===== src/rtl/enet_rx_fifo_ctrl.sv =====
// enet_rx_fifo_ctrl
// Occupancy controller for the ENET RX FIFO. It counts the words of the
// frame being received (pending) separately from the words of complete frames
// (committed). An overrun frame is rewound out of the RAM, and the block
// derives the DMA request, XOFF request and FIFO status flags from the
// programmable thresholds.
module enet_rx_fifo_ctrl #(
  parameter int DEPTH = 128
) (
  input  logic       rx_clk,
  input  logic       rst,
  input  logic [7:0] rsfl,
  input  logic [7:0] rsem_rx,
  input  logic [7:0] rafl,
  input  logic [7:0] raem,
  input  logic       wr_en,
  input  logic       wr_sof,
  input  logic       wr_eof,
  output logic       wr_accept,
  output logic       wr_rewind,
  input  logic       rd_en,
  input  logic       rd_eof,
  output logic [7:0] level,
  output logic [7:0] frames,
  output logic       empty,
  output logic       full,
  output logic       almost_full,
  output logic       almost_empty,
  output logic       dma_req,
  output logic       xoff_req,
  output logic       ovf_pulse,
  output logic       udf_pulse
);

  // Depth widened by one bit so that the value 128 can be compared against 8-bit counts.
  localparam logic [8:0] DEPTH_W = 9'(DEPTH);

  typedef enum logic [1:0] {
    ST_IDLE = 2'd0,
    ST_RECV = 2'd1,
    ST_DROP = 2'd2
  } wr_state_e;

  wr_state_e  state_r;
  wr_state_e  state_next_s;
  logic [7:0] pending_r;
  logic [7:0] committed_r;
  logic [7:0] level_r;
  logic [7:0] frames_r;
  logic       empty_r;
  logic       full_r;
  logic       almost_full_r;
  logic       almost_empty_r;
  logic       dma_req_r;
  logic       xoff_req_r;
  logic       wr_rewind_r;
  logic       ovf_r;
  logic       udf_r;

  logic [7:0] pending_next_s;
  logic [7:0] committed_next_s;
  logic [7:0] level_next_s;
  logic [7:0] frames_next_s;
  logic [8:0] frames_sum_s;
  logic [7:0] commit_words_s;
  logic       commit_s;
  logic       rewind_s;
  logic       ovf_s;
  logic       rd_ok_s;
  logic       rd_eof_ok_s;
  logic       udf_s;

  assign level        = level_r;
  assign frames       = frames_r;
  assign empty        = empty_r;
  assign full         = full_r;
  assign almost_full  = almost_full_r;
  assign almost_empty = almost_empty_r;
  assign dma_req      = dma_req_r;
  assign xoff_req     = xoff_req_r;
  assign wr_rewind    = wr_rewind_r;
  assign ovf_pulse    = ovf_r;
  assign udf_pulse    = udf_r;

  // The RAM write enable: a word is stored only inside a frame that is being received, and only when there is room.
  always_comb begin
    wr_accept = wr_en & ~full_r &
                ((state_r == ST_RECV) | ((state_r == ST_IDLE) & wr_sof));
  end

  // Write-side decode: frame start, continue, commit, overrun rewind and drop.
  always_comb begin
    state_next_s   = state_r;
    pending_next_s = pending_r;
    commit_s       = 1'b0;
    commit_words_s = 8'd0;
    rewind_s       = 1'b0;
    ovf_s          = 1'b0;
    case (state_r)
      ST_IDLE: begin
        if (wr_en && wr_sof) begin
          if (full_r) begin
            ovf_s        = 1'b1;
            state_next_s = wr_eof ? ST_IDLE : ST_DROP;
          end else if (wr_eof) begin
            commit_s       = 1'b1;
            commit_words_s = 8'd1;
            pending_next_s = 8'd0;
          end else begin
            pending_next_s = 8'd1;
            state_next_s   = ST_RECV;
          end
        end else begin
          state_next_s = ST_IDLE;
        end
      end
      ST_RECV: begin
        if (wr_en) begin
          if (full_r) begin
            // Overrun: the partial frame is rewound out of the RAM and the rest of it is dropped.
            rewind_s       = 1'b1;
            ovf_s          = 1'b1;
            pending_next_s = 8'd0;
            state_next_s   = wr_eof ? ST_IDLE : ST_DROP;
          end else if (wr_sof) begin
            // End of frame went missing: rewind the old frame and take this word as a new first word.
            rewind_s = 1'b1;
            ovf_s    = 1'b1;
            if (wr_eof) begin
              commit_s       = 1'b1;
              commit_words_s = 8'd1;
              pending_next_s = 8'd0;
              state_next_s   = ST_IDLE;
            end else begin
              pending_next_s = 8'd1;
              state_next_s   = ST_RECV;
            end
          end else if (wr_eof) begin
            commit_s       = 1'b1;
            commit_words_s = pending_r + 8'd1;
            pending_next_s = 8'd0;
            state_next_s   = ST_IDLE;
          end else begin
            pending_next_s = pending_r + 8'd1;
          end
        end else begin
          state_next_s = ST_RECV;
        end
      end
      ST_DROP: begin
        if (wr_en && wr_eof) begin
          state_next_s = ST_IDLE;
        end else begin
          state_next_s = ST_DROP;
        end
      end
      default: begin
        state_next_s   = ST_IDLE;
        pending_next_s = 8'd0;
      end
    endcase
  end

  // Read-side decode: only committed words and complete frames can be drained.
  always_comb begin
    rd_ok_s     = rd_en & (committed_r != 8'd0);
    rd_eof_ok_s = rd_en & rd_eof & (frames_r != 8'd0);
    udf_s       = (rd_en & (committed_r == 8'd0)) | (rd_en & rd_eof & (frames_r == 8'd0));
  end

  // Next-state counters; frames saturates at 255 rather than wrapping.
  always_comb begin
    committed_next_s = committed_r - {7'd0, rd_ok_s} + commit_words_s;
    level_next_s     = committed_next_s + pending_next_s;
    frames_sum_s     = {1'b0, frames_r} + {8'd0, commit_s} - {8'd0, rd_eof_ok_s};
    if (frames_sum_s[8]) begin
      frames_next_s = 8'hFF;
    end else begin
      frames_next_s = frames_sum_s[7:0];
    end
  end

  // Register the write state, the counters and every flag, all derived from next-state values.
  always_ff @(posedge rx_clk) begin
    if (rst) begin
      state_r        <= ST_IDLE;
      pending_r      <= 8'd0;
      committed_r    <= 8'd0;
      level_r        <= 8'd0;
      frames_r       <= 8'd0;
      empty_r        <= 1'b1;
      full_r         <= 1'b0;
      almost_full_r  <= 1'b0;
      almost_empty_r <= 1'b1;
      dma_req_r      <= 1'b0;
      xoff_req_r     <= 1'b0;
      wr_rewind_r    <= 1'b0;
      ovf_r          <= 1'b0;
      udf_r          <= 1'b0;
    end else begin
      state_r        <= state_next_s;
      pending_r      <= pending_next_s;
      committed_r    <= committed_next_s;
      level_r        <= level_next_s;
      frames_r       <= frames_next_s;
      empty_r        <= (level_next_s == 8'd0);
      full_r         <= ({1'b0, level_next_s} == DEPTH_W);
      almost_full_r  <= ((DEPTH_W - {1'b0, level_next_s}) <= {1'b0, rafl});
      almost_empty_r <= (level_next_s <= raem);
      dma_req_r      <= (frames_next_s != 8'd0) |
                        ((rsfl != 8'd0) & (committed_next_s >= rsfl));
      xoff_req_r     <= (rsem_rx != 8'd0) & (level_next_s >= rsem_rx);
      wr_rewind_r    <= rewind_s;
      ovf_r          <= ovf_s;
      udf_r          <= udf_s;
    end
  end

endmodule


===== config.mk =====
export PLATFORM = sky130hd
export DESIGN_NAME = enet_rx_fifo_ctrl
export DESIGN_NICKNAME = d
export VERILOG_FILES = /design/src/rtl/enet_rx_fifo_ctrl.sv
export SDC_FILE = /design/constraint.sdc
export NUM_CORES = 1
export LEC_CHECK = 0
export ABC_AREA = 1
export CAP_MARGIN = 15
export CORE_MARGIN = 2
export CORE_UTILIZATION = 50
export DETAILED_ROUTE_END_ITERATION = 10
export GPL_ROUTABILITY_DRIVEN = 0
export GPL_TIMING_DRIVEN = 0
export PLACE_DENSITY_LB_ADDON = 0.15
export REMOVE_ABC_BUFFERS = 1
export SETUP_SLACK_MARGIN = 0.2
export SLEW_MARGIN = 10
export SYNTH_ARGS = -nofsm -noshare
export SYNTH_HDL_FRONTEND = slang
export SYNTH_SLANG_ARGS = --single-unit

===== constraint.sdc =====
create_clock -name rx_clk -period 5.4 [get_ports rx_clk]
set_input_delay 1.35 -clock rx_clk [delete_from_list [all_inputs] [get_ports rx_clk]]
set_output_delay 1.35 -clock rx_clk [all_outputs]
set_load 0.01 [all_outputs]

* Word-level counts from Yosys, hierarchy flattened
Cells that the tools add are included.
** Storage, ports and cells
- Flip-flop bits (word level) :: 43
- Input port bits :: 39
- Output and inout bits :: 26
- Word-level logic and storage cells :: 97
** Operators by class
- Add/subtract/negate cells :: 7
- $lt $le $gt $ge :: 4
- Equality and inequality tests :: 5
- Muxes and demuxes :: 39
- Bitwise logic cells :: 15
- Reduce and logical (&&, ||, !) cells :: 13
** Operators with widths (number)
- $mux W8 :: 11
- $reduce_bool A8 Y1 :: 5
- $logic_not A8 Y1 :: 3
- $pmux W8 S3 :: 1
- $mux W2 :: 9
- $add A8 B8 Y8 :: 2
- $ge A8 B8 Y1 :: 2
- $pmux W8 S2 :: 1
- $mux W1 :: 14
- $and A1 B1 Y1 :: 10
- $add A8 B1 Y9 :: 1
- $le A9 B8 Y1 :: 1
- $sub A8 B8 Y9 const A :: 1
- $sub A9 B1 Y9 :: 1
- $add A8 B1 Y8 const B :: 1
- $eq A8 B8 Y1 const B :: 1
- $le A8 B8 Y1 :: 1
- $sub A8 B1 Y8 :: 1
- $pmux W2 S3 :: 1
- $ne A5 B5 Y1 const B :: 1
- $ne A4 B4 Y1 const B :: 1
- $pmux W1 S2 :: 2
- $or A1 B1 Y1 :: 3
- $eq A2 B1 Y1 const B :: 1
- 6 further kinds :: 8

* Logic depth before layout (Yosys ltp)
- Depth in word-level cells :: 10
- Mapped depth :: 39
- Depth with buffers taken out :: 38

* Worst setup path after synthesis
Ideal clock, no wire load.
- Path kind :: input to register
- Start :: input port wr_sof
- End :: register almost_full_r (netlist: almost_full)
- Library setup time :: 0.056 ns
- Arrival time :: 5.537 ns
- Required time :: 5.344 ns
- Path slack :: -0.193 ns
- Stages :: 37
- Buffers on the path :: 1
- Cells stage by stage :: buf_6 nand3_1 inv_1 nand2_1 nor2_1 o22ai_1 ha_1 inv_1 ha_1 fa_1 nand2_1 inv_1 nor2_1 o21bai_1 a21oi_1 o21bai_1 xnor2_1 inv_1 ha_1 nand2_1 inv_1 nand2_1 nand2_1 a21oi_1 nand3_1 nand2_1 inv_1 nand2_4 nand2_4 nand2_1 nand2_1 ha_1 nand3_1 or3_1 a21oi_1 nand2_1 inv_1
** Between the ends
- Cells in the longest elaborated chain, start to end :: 8
- Elaborated cells between the ends (all ways) :: 15
- Classes of those cells :: add/sub (3); order compare (1); mux (10); reduce/logical (1)
** Ends and longest elaborated chain
- start: declaration :: RTL line 17 : input logic wr_sof,
- $mux W8 :: RTL line 125 : end else if (wr_sof) begin
- $mux W8 :: RTL line 119 : if (full_r) begin
- $mux W8 :: RTL line 118 : if (wr_en) begin
- $pmux W8 S2 (*) :: RTL line 99 : case (state_r)
- $add A8 B8 Y8 (*) :: RTL line 173 : committed_next_s = committed_r - {7'd0, rd_ok_s} + commit_words_s;
- net committed_next_s[6] :: RTL line 61 : logic [7:0] committed_next_s;
- $add A8 B8 Y8 (*) :: RTL line 174 : level_next_s = committed_next_s + pending_next_s;
- net level_next_s[7] :: RTL line 62 : logic [7:0] level_next_s;
- $sub A8 B8 Y9 (*) :: RTL line 208 : almost_full_r <= ((DEPTH_W - {1'b0, level_next_s}) <= {1'b0, rafl});
- $le A9 B8 Y1 (*) :: RTL line 208
- end signal: assignment :: RTL line 208
- end: declaration :: RTL line 52 : logic almost_full_r;
Mark *: on every way through the listed nets, which the timed path passes. The rest lies on a longest branch.
A chain may end at the register's enable or synchronous reset.

* Final worst setup path
- Start :: input port rd_en
- End :: register almost_full_r (netlist: almost_full)
** Between the ends
- Cells in the longest elaborated chain, start to end :: 6
** Ends and longest elaborated chain
- start: declaration :: RTL line 21 : input logic rd_en,
- $and A1 B1 Y1 :: RTL line 166 : rd_ok_s = rd_en & (committed_r != 8'd0);
- $sub A8 B1 Y8 :: RTL line 173
- $add A8 B8 Y8 :: RTL line 173
- net committed_next_s[6] :: RTL line 61
- $add A8 B8 Y8 :: RTL line 174
- $sub A8 B8 Y9 :: RTL line 208
- $le A9 B8 Y1 :: RTL line 208
The timed path passes the listed nets, and every way through them passes these cells.

==> results.md <==
* Outcome: complete, but fails checks
* Failing checks: setup timing
* Clock sinks at 43
* Pre-antenna DRT Iters at 4
* Unique cell type count in the Yosys netlist at 44
* Asr flop ratio synth at 0%
* Core area at 0.00809 mm2
* Main synth FF type: dfxtp_1
* RSZ-0062 raised after global routing: yes
* Worst path max stage delay at 370 ps
* Mapped Area at 0.00411 mm2
* Maximum fanout along the worst path at 4
* Worst Setup Path Type: in2reg
* YS warnings at 0
* # hold bufs at CTS at 0
* Sequential share of the synthesized area at 21.0%
* Final Max Slew Viols at 0
* # diodes at 0
* Crit end category: flop
* Starting Density at 50.7%
* Nets at 792
* Detailed-route wire length at 10.6 mm
* Avg Inst Size Synth at 6.92 um2
* Worst hold-check path type: reg2reg
* #FFs+latches synth at 43
* Slew HR at 58.8%
* Fraction of layout cells with a size suffix above 1 at 14.9%
* GRT Util Overall at 23.8%
* Synthesis-to-finish area growth at 34.8%
* Design area at 0.00554 mm2
* Initial antenna violation count at 0
* Antenna Violating Nets Remaining at 0
* DR iter-0 viols at 204
* Clock root buffer: clkbuf_8
* EDFF count, synth at 0
* # IOs at 65
* Input/output buffers at 64
* Number of fillers in the final layout at 696
* Clock Latency Late Sink at 300 ps
* H-tree Lvls at 2
* Commonest cells after routing, fill and taps aside: inv_1, nand2_1, clkdlybuf4s50_1
* CTS buffer count at 5
* Largest net degree at the start of global routing at 30
* Number of max-capacitance violations reported at 0
* Die Span Y at 94.6 um
* First-pass GRT wire length at 16.9 mm
* Period utilization at 102%
* Synthesized instance count at 593
* Commonest non-fill, non-tap cell in the layout: inv_1
* Grt ovf at 0
* Maximum root-to-sink buffer count at 2
* Worst Clk Skew at 6.09 ps
* Die width at 94.6 um
* Setup-failing EPs final at 2
* Vias post-DR at 4034
* Wire per inst at 13.4 um
* Slowest CP cell: or3_4
* Fin. Hold Viols at 0
* # rows at 33
* Crit path time final at 5480 ps
* Die area at 0.00895 mm2
* Crit path DAT at 5740 ps
* Data required, critical path at 5660 ps
* Placed Area at 0.00484 mm2
* Detailed-route vias per instance at 5.11
* Worst slew pin tran at 617 ps
* DR DRC count at 0
* Peak Freq at 182 MHz
* Element type at the critical path start: input port
* Clock-pin slew on the worst setup and hold paths at 90 ps
* CTS tree: yes
* Final worst slack at -84.0 ps
* Most frequent CP cell: a21oi_2
* Number of global-route vias before repair at 3895
* DP HPWL at 7.90 mm
timing repair:
action,4_1_cts,5_1_grt
setup buffers,17,6
pin swaps,36,26
resized for setup,56,28
endpoints found under the setup margin,9,3
sequential cells by signal, indices dropped and copies added (netlist names), 2 cells and up:
name and count:
level 8, pending_r 8, frames 8, committed_r 8
state_r 2
synthesized netlist by cell type, types with 2 or more instances:
master | n | share of area [%]
o21ai_0 | 11 | 1.3
inv_1 | 143 | 13
nand3_4 | 2 | 0.85
xnor2_1 | 7 | 1.5
nand2_2 | 3 | 0.46
nand2_1 | 98 | 9.0
a31oi_1 | 2 | 0.30
o21a_1 | 3 | 0.55
o211ai_1 | 5 | 0.91
ha_1 | 67 | 20
a22oi_1 | 3 | 0.55
nor2_1 | 49 | 4.5
o21ai_1 | 2 | 0.24
nand3b_1 | 2 | 0.37
dfxtp_1 | 43 | 21
a21oi_1 | 39 | 4.8
o22ai_1 | 3 | 0.46
nand3_2 | 6 | 1.5
clkbuf_1 | 2 | 0.18
nor3_1 | 9 | 1.1
nand3_1 | 37 | 4.5
nand2_4 | 3 | 0.82
nor4_1 | 5 | 0.76
fa_1 | 3 | 1.5
nand4_1 | 10 | 1.5
o21bai_1 | 4 | 0.73
clkinv_1 | 2 | 0.18
buf_6 | 3 | 0.82
xor2_1 | 12 | 2.6
critical path: cells and delay by family:
kind / cells / cell delay [ps]
compound gates: 7 / 900
xor+xnor: 1 / 220
fa+ha+maj: 5 / 1350
buf+inv: 7 / 710
simple gates: 11 / 1220
final timing paths:
kind                                      to  slack (ps)           start  cells past startpoint
worst max-delay path             almost_full         -80           rd_en                     31
worst min register to register  pending_r[7]         540    pending_r[7]                      2
worst max register to register   almost_full         350  committed_r[5]                     31
worst min-delay path            pending_r[7]         540    pending_r[7]                      2
kinds of logic (layout without fill, tap and decap cells):
family | Yosys count | in the layout | share of synthesized area [%]
flip-flops | 43 | 43 | 21.0
AND/OR/NAND/NOR | 231 | 231 | 26.8
adder cells (fa/ha/maj) | 70 | 70 | 21.9
XOR/XNOR | 21 | 21 | 5.12
AO/OA/AOI/OAI | 77 | 77 | 10.8
buffers and inverters | 151 | 242 | 14.4
metal layers:
| metal | vias to the layer above | track usage, % | routed length (um) |
|---|---|---|---|
| li1 | 2072 | - | - |
| met1 | 1841 | 29.0 | 4530 |
| met2 | 100 | 43.0 | 5350 |
| met3 | 21 | 2.23 | 389 |
| met4 | 0 | 8.94 | 276 |
| met5 | - | 0 | 0 |
final cells by class:
class | count | area, um2 | area share, %
Clock buffer | 5 | 68.8 | 1.24
Clock inverter | 3 | 67.6 | 1.22
Inverter | 146 | 548 | 9.90
Multi-Input combinational cell | 399 | 2990 | 54.0
Sequential cell | 43 | 861 | 15.6
Tap cell | 105 | 131 | 2.37
Timing Repair Buffer | 88 | 867 | 15.7
metrics by stage:
step	utilization [%]	hold WS, ps	setup TNS [ps]	setup WS (ps)	cells
final	68.4	540	-87.3	-84.0	789
after global routing	68.4	588	-779	-297	789
after CTS	65.4	541	-88.1	-60.4	782
after detailed placement	59.8	527	-7210	-1590	757
after global placement	59.8	519	-6050	-1460	757
after floorplan	-	492	-68.2	-68.2	588
Power is not shown: default switching activity piles up to over one toggle a cycle in this logic, so the estimate is an artifact.
